**config.mk**
```make
export PLATFORM = sky130hd
export DESIGN_NAME = sec_countdown_ctrl
export DESIGN_NICKNAME = d
export VERILOG_FILES = /design/src/rtl/timer_pkg.sv /design/src/rtl/bcd_down_counter.sv /design/src/rtl/sec_countdown_ctrl.sv
export SDC_FILE = /design/constraint.sdc
export NUM_CORES = 1
export LEC_CHECK = 0
export ABC_AREA = 1
export BUFFER_PORTS_ARGS = -buffer_cell sky130_fd_sc_hd__clkbuf_2
export CAP_MARGIN = 20
export CORE_ASPECT_RATIO = 1.2
export CORE_UTILIZATION = 45
export CTS_BUF_LIST = sky130_fd_sc_hd__clkbuf_16
export DETAILED_ROUTE_END_ITERATION = 10
export GPL_ROUTABILITY_DRIVEN = 0
export PLACE_DENSITY = 0.64
export REMOVE_ABC_BUFFERS = 1
export SYNTH_ARGS = -nofsm -noshare
export SYNTH_HDL_FRONTEND = slang
export SYNTH_SLANG_ARGS = --single-unit
```
**constraint.sdc**
```tcl
create_clock -name clk -period 1.8 [get_ports clk]
set_input_delay 0 -clock clk [delete_from_list [all_inputs] [get_ports clk]]
set_output_delay 0 -clock clk [all_outputs]
set_load 0.03 [all_outputs]
```
**src/rtl/timer_pkg.sv**
```systemverilog
// Shared types and constants for the seconds countdown controller.
package timer_pkg;

  localparam int unsigned BCD_W = 4;

  typedef enum logic [1:0] {
    ST_IDLE   = 2'd0,
    ST_RUN    = 2'd1,
    ST_PAUSED = 2'd2,
    ST_DONE   = 2'd3
  } state_e;

  localparam int unsigned DEF_START_SEC = 60;

  // Tens digit of a 1..99 load value.
  function automatic logic [BCD_W-1:0] start_tens(input int unsigned sec);
    return BCD_W'(sec / 10);
  endfunction

  // Ones digit of a 1..99 load value.
  function automatic logic [BCD_W-1:0] start_ones(input int unsigned sec);
    return BCD_W'(sec % 10);
  endfunction

  localparam logic [BCD_W-1:0] DEF_TENS = start_tens(DEF_START_SEC);
  localparam logic [BCD_W-1:0] DEF_ONES = start_ones(DEF_START_SEC);

endpackage

```
**src/rtl/bcd_down_counter.sv**
```systemverilog
// Two-digit BCD down counter with synchronous load; load wins over dec.
module bcd_down_counter
  import timer_pkg::*;
#(
  parameter logic [BCD_W-1:0] LOAD_TENS = DEF_TENS,
  parameter logic [BCD_W-1:0] LOAD_ONES = DEF_ONES
) (
  input  logic             clk,
  input  logic             reset,
  input  logic             load,
  input  logic             dec,
  output logic [BCD_W-1:0] tens,
  output logic [BCD_W-1:0] ones,
  output logic             is_one
);

  // Digit registers: reload, or borrow from tens when ones is zero.
  always_ff @(posedge clk) begin
    if (reset || load) begin
      tens <= LOAD_TENS;
      ones <= LOAD_ONES;
    end else if (dec) begin
      if (ones != BCD_W'(0)) begin
        ones <= ones - BCD_W'(1);
      end else if (tens != BCD_W'(0)) begin
        ones <= BCD_W'(9);
        tens <= tens - BCD_W'(1);
      end
    end
  end

  // Terminal detect: the next decrement reaches 00.
  always_comb begin
    is_one = (tens == BCD_W'(0)) && (ones == BCD_W'(1));
  end

endmodule

```
**src/rtl/sec_countdown_ctrl.sv**
```systemverilog
// Run/pause/clear sequencer with a one-second prescaler and BCD countdown.
module sec_countdown_ctrl
  import timer_pkg::*;
#(
  parameter int unsigned TICK_DIV  = 100000000,
  parameter int unsigned START_SEC = 60
) (
  input  logic             clk,
  input  logic             reset,
  input  logic             start,
  input  logic             stop,
  input  logic             clear,
  output logic [BCD_W-1:0] sec_tens,
  output logic [BCD_W-1:0] sec_ones,
  output logic             tick,
  output logic             running,
  output logic             done,
  output logic             done_pulse
);

  localparam int unsigned PRE_W = (TICK_DIV > 2) ? $clog2(TICK_DIV) : 1;
  localparam logic [PRE_W-1:0] PRE_MAX = PRE_W'(TICK_DIV - 1);

  state_e           state;
  logic [PRE_W-1:0] presc;
  logic             advance;
  logic             wrap;
  logic             cnt_load;
  logic             is_one;

  // The resume cycle in PAUSED counts as a run cycle, so a paused cycle costs exactly one.
  always_comb begin
    advance  = 1'b0;
    wrap     = 1'b0;
    cnt_load = 1'b0;
    if (!clear) begin
      advance = ((state == ST_RUN) && !stop) || ((state == ST_PAUSED) && start);
    end
    wrap     = advance && (presc == PRE_MAX);
    cnt_load = clear || ((state == ST_DONE) && start);
  end

  bcd_down_counter #(
    .LOAD_TENS (start_tens(START_SEC)),
    .LOAD_ONES (start_ones(START_SEC))
  ) u_count (
    .clk    (clk),
    .reset  (reset),
    .load   (cnt_load),
    .dec    (wrap),
    .tens   (sec_tens),
    .ones   (sec_ones),
    .is_one (is_one)
  );

  // State machine, prescaler and registered status outputs.
  always_ff @(posedge clk) begin
    if (reset) begin
      state      <= ST_IDLE;
      presc      <= '0;
      tick       <= 1'b0;
      running    <= 1'b0;
      done       <= 1'b0;
      done_pulse <= 1'b0;
    end else begin
      tick       <= wrap;
      done_pulse <= 1'b0;
      if (clear) begin
        state   <= ST_IDLE;
        presc   <= '0;
        running <= 1'b0;
        done    <= 1'b0;
      end else begin
        case (state)
          ST_IDLE: begin
            if (start) begin
              state   <= ST_RUN;
              presc   <= '0;
              running <= 1'b1;
            end
          end
          ST_RUN, ST_PAUSED: begin
            if (state == ST_RUN && stop) begin
              state   <= ST_PAUSED;
              running <= 1'b0;
            end else if (advance) begin
              if (wrap) begin
                presc <= '0;
                if (is_one) begin
                  state      <= ST_DONE;
                  running    <= 1'b0;
                  done       <= 1'b1;
                  done_pulse <= 1'b1;
                end else begin
                  state   <= ST_RUN;
                  running <= 1'b1;
                end
              end else begin
                presc   <= presc + PRE_W'(1);
                state   <= ST_RUN;
                running <= 1'b1;
              end
            end
          end
          ST_DONE: begin
            if (start) begin
              state   <= ST_RUN;
              presc   <= '0;
              running <= 1'b1;
              done    <= 1'b0;
            end
          end
          default: begin
            state   <= ST_IDLE;
            presc   <= '0;
            running <= 1'b0;
            done    <= 1'b0;
          end
        endcase
      end
    end
  end

endmodule

```
==> results.md <==
* Status: completed
* 1st-iter DRT viols at 110
* Hold path endpoint: done_pulse
* Num CTS Buffers at 5
* Clock Latency Late Sink at approximately 280 ps
* Pins Over Slew Limit at 0
* Fin crit share at 0.952
* Worst EP required at between 1500 and 2000 ps
* Library cells used by synthesis at 25
* Num Clock Sinks at 41
* WL final at between 5000 and 6000 um
* CP top delay family: simple AND/OR/NAND/NOR gates
* Synth area leader: dfxtp_1
* Number of synthesized register bits at 41
* Syn_area_per_cell at between 6 and 7 um2
* Antenna fix cells at 0
* Total power at around 2.1 mW
* H-tree depth at 2
* Routed len/inst at around 11 um
* Final net count at between 400 and 500
* Unrepaired setup endpoints after global routing: true
* Crit end category: flop
* All-layer global routing usage at 0.211
* First-pass GRT wire length at 8870 um
* Synth Instances at 370
* Die Wd at about 69 um
* Startpoint Class: flop
* Worst R2R End: presc[3]
* Hold Path Class: in -> reg
* TritonCTS clock tree: done
* Synth async-reset ratio at 0
* Worst hold stages at 4
* Largest net degree at the start of global routing at 25
* Vias in the first global route at 2,078
* Worst slew pin tran at around 320 ps
* DRT antenna net count at 0
* Area delta synth->final at 19.6%
* WP buf/inv at 4
* Dpl cells at about 460
* WS Path Type: reg -> reg
* Total die area at around 5600 um2
* Worst EP arrival at between 1500 and 2000 ps
* Remaining global-route overflow at 0
* Final hold vios at 0
* Most used DFF post-synth: dfxtp_1
* Worst slew margin at 0.784
* Max_cap viols at 0
* Finished Layout Cells at roughly 470
* Place WS at -35.0 ps
* 1st-pass router iterations at 5
* Worst R2R Path Depth at 10
* Pleak at roughly 1.2 nW
* Hold_sp: stop
* Post-synth top cells: nand2_1 (97), nor2_1 (74), inv_1 (46), dfxtp_1 (41), nand3_1 (28)
* CP Max Fanout at 7
* I/O pins at 17
* Area contributors post-synth: dfxtp_1 (34%), nand2_1 (15%), nor2_1 (12%), inv_1 (7.2%), nand3_1 (5.9%)
* Port buffer count at 16
* FMAX at 0.584 GHz
* Fin Clk Skew at between 4 and 5 ps
* Post-route setup TNS at 0 ps
* Final HPWL DP at around 4000 um
* Fill cells at approximately 510
* Via density at between 4 and 5
* Core ar. at 5010 um2
* Longest Clk Path Bufs at 2
* Synthesized cell area at 2390 um2
* Vias at 2,290
* Clock period minus worst slack at roughly 1700 ps
* Post-synthesis sequential area ratio at 0.343
* CP Cell Sequence: inv_1 > ha_1 > inv_2 > or2_4 > nand3_4 > buf_4 > inv_4 > nand2_1 > xor2_1 > nor2_1
* Setup violators final at 0
* Worst-path clk slew at ~60 ps
* Post-route DRC at 0
* Synth top area share at 0.343
* Final worst slack at 87.1 ps
* Initial Utilization at 0.478
* PD cells at 721 nW/um2
* Max incr delay on CP at roughly 340 ps
* Share of layout cells above drive strength 1 at 0.167
* Max IR drop VDD at 0.000330 V
* Design Area, Final at 2860 um2
* Die height at between 80 and 90 um
* Antenna violations before repair at 0
* Root Driver: clkbuf_16
* RR Startpoint: state[0]
* EDFF count, synth at 0
* Top-count cell post-synth: nand2_1
* Critical-path top delay cell: dfxtp_2
* DP Area at between 2000 and 3000 um2
* Row Count at 28
* Slack of the worst reg-to-reg path at approximately 87 ps
* Ys Warns at 0
[flip-flops by register name (all words and copies together), names as in the netlist]
signal and flops:
u_count.tens 4, running 1, state 2, done 1, done_pulse 1, presc 27
tick 1, u_count.ones 4
[through the flow]
stage,util,hold slack [ps]
final,0.571,41.0
after CTS,0.556,27.4
after global routing,0.571,84.6
after global placement,0.520,202
after floorplan,-,79.0
after detailed placement,0.520,200
[cells by family (layout without fill, tap and decap cells)]
family,Yosys count,in the layout,share of synthesized area
AND/OR/NAND/NOR,233,234,0.421
buffers and inverters,52,89,0.0957
AO/OA/AOI/OAI,20,20,0.0429
XOR/XNOR,18,18,0.0659
adder cells (fa/ha/maj),6,6,0.0314
flip-flops,41,41,0.343
[power by group]
group | switching [mW] | internal, mW | total [mW]
Clock | 0.350 | 0.644 | 0.994
Combinational | 0.0944 | 0.0569 | 0.151
Sequential | 0.00364 | 0.913 | 0.917
Total | 0.448 | 1.61 | 2.06
[final cells by class]
cell class | instances | area (um2) | share of cell area
inverter | 47 | 184 | 0.0642
clock buffer | 5 | 125 | 0.0437
sequential | 41 | 826 | 0.288
multi-input combinational | 278 | 1400 | 0.487
timing repair inverter | 1 | 6.26 | 0.00219
tap | 60 | 75.1 | 0.0262
timing repair buffer | 33 | 214 | 0.0747
clock inverter | 3 | 37.5 | 0.0131
[worst reg2reg max path, stage by stage (launching register included)]
cell	delay (ps)
dfxtp_2	340
inv_1	50
ha_1	300
inv_2	60
or2_4	250
nand3_4	150
buf_4	150
inv_4	40
nand2_1	60
xor2_1	150
nor2_1	50
[routing by layer]
metal  global-route usage  routed length (um)  part of all wire
met3               0.0417                 180             0.034
met1                0.238                2360              0.44
met5                    0                   0                 0
met4               0.0750                  63             0.012
met2                0.381                2750              0.51
[timing repair]
item,CTS,global route
setup buffers,0,2
setup endpoints to repair,24,37
pin swaps,0,3
gates cloned,0,2
hold endpoints to repair,1,0
resized for setup,1,20
hold buffers,1,0
[worst max-delay path by stage]
| stage | slack (ps) | cells past startpoint | startpoint | end |
|---|---|---|---|---|
| after global routing | -8 | 12 | state[1] | presc[21] |
| after global placement | 30 | 9 | state[0] | presc[16] |
| after CTS | 10 | 10 | state[0] | presc[23] |
| final | 90 | 10 | state[0] | presc[3] |
| after floorplan | 70 | 9 | state[0] | presc[10] |
| after detailed placement | -40 | 9 | state[0] | presc[10] |
[cell usage in the layout, fill, tap and decap left out, drive strengths merged]
cell         count
nor3            12
or2              2
clkinv           1
ha               6
dlygate4sd3      1
dfxtp           41
nand3b           1
o21ai            6
nand4            8
xor2            10
nor3b            1
clkbuf          21
buf             16
nand2          101
nand3           30
bufinv           1
inv             49
xnor2            8
a21oi           13
nor2            79
a21boi           1
No activity file was read; power rests on OpenSTA's default activity.
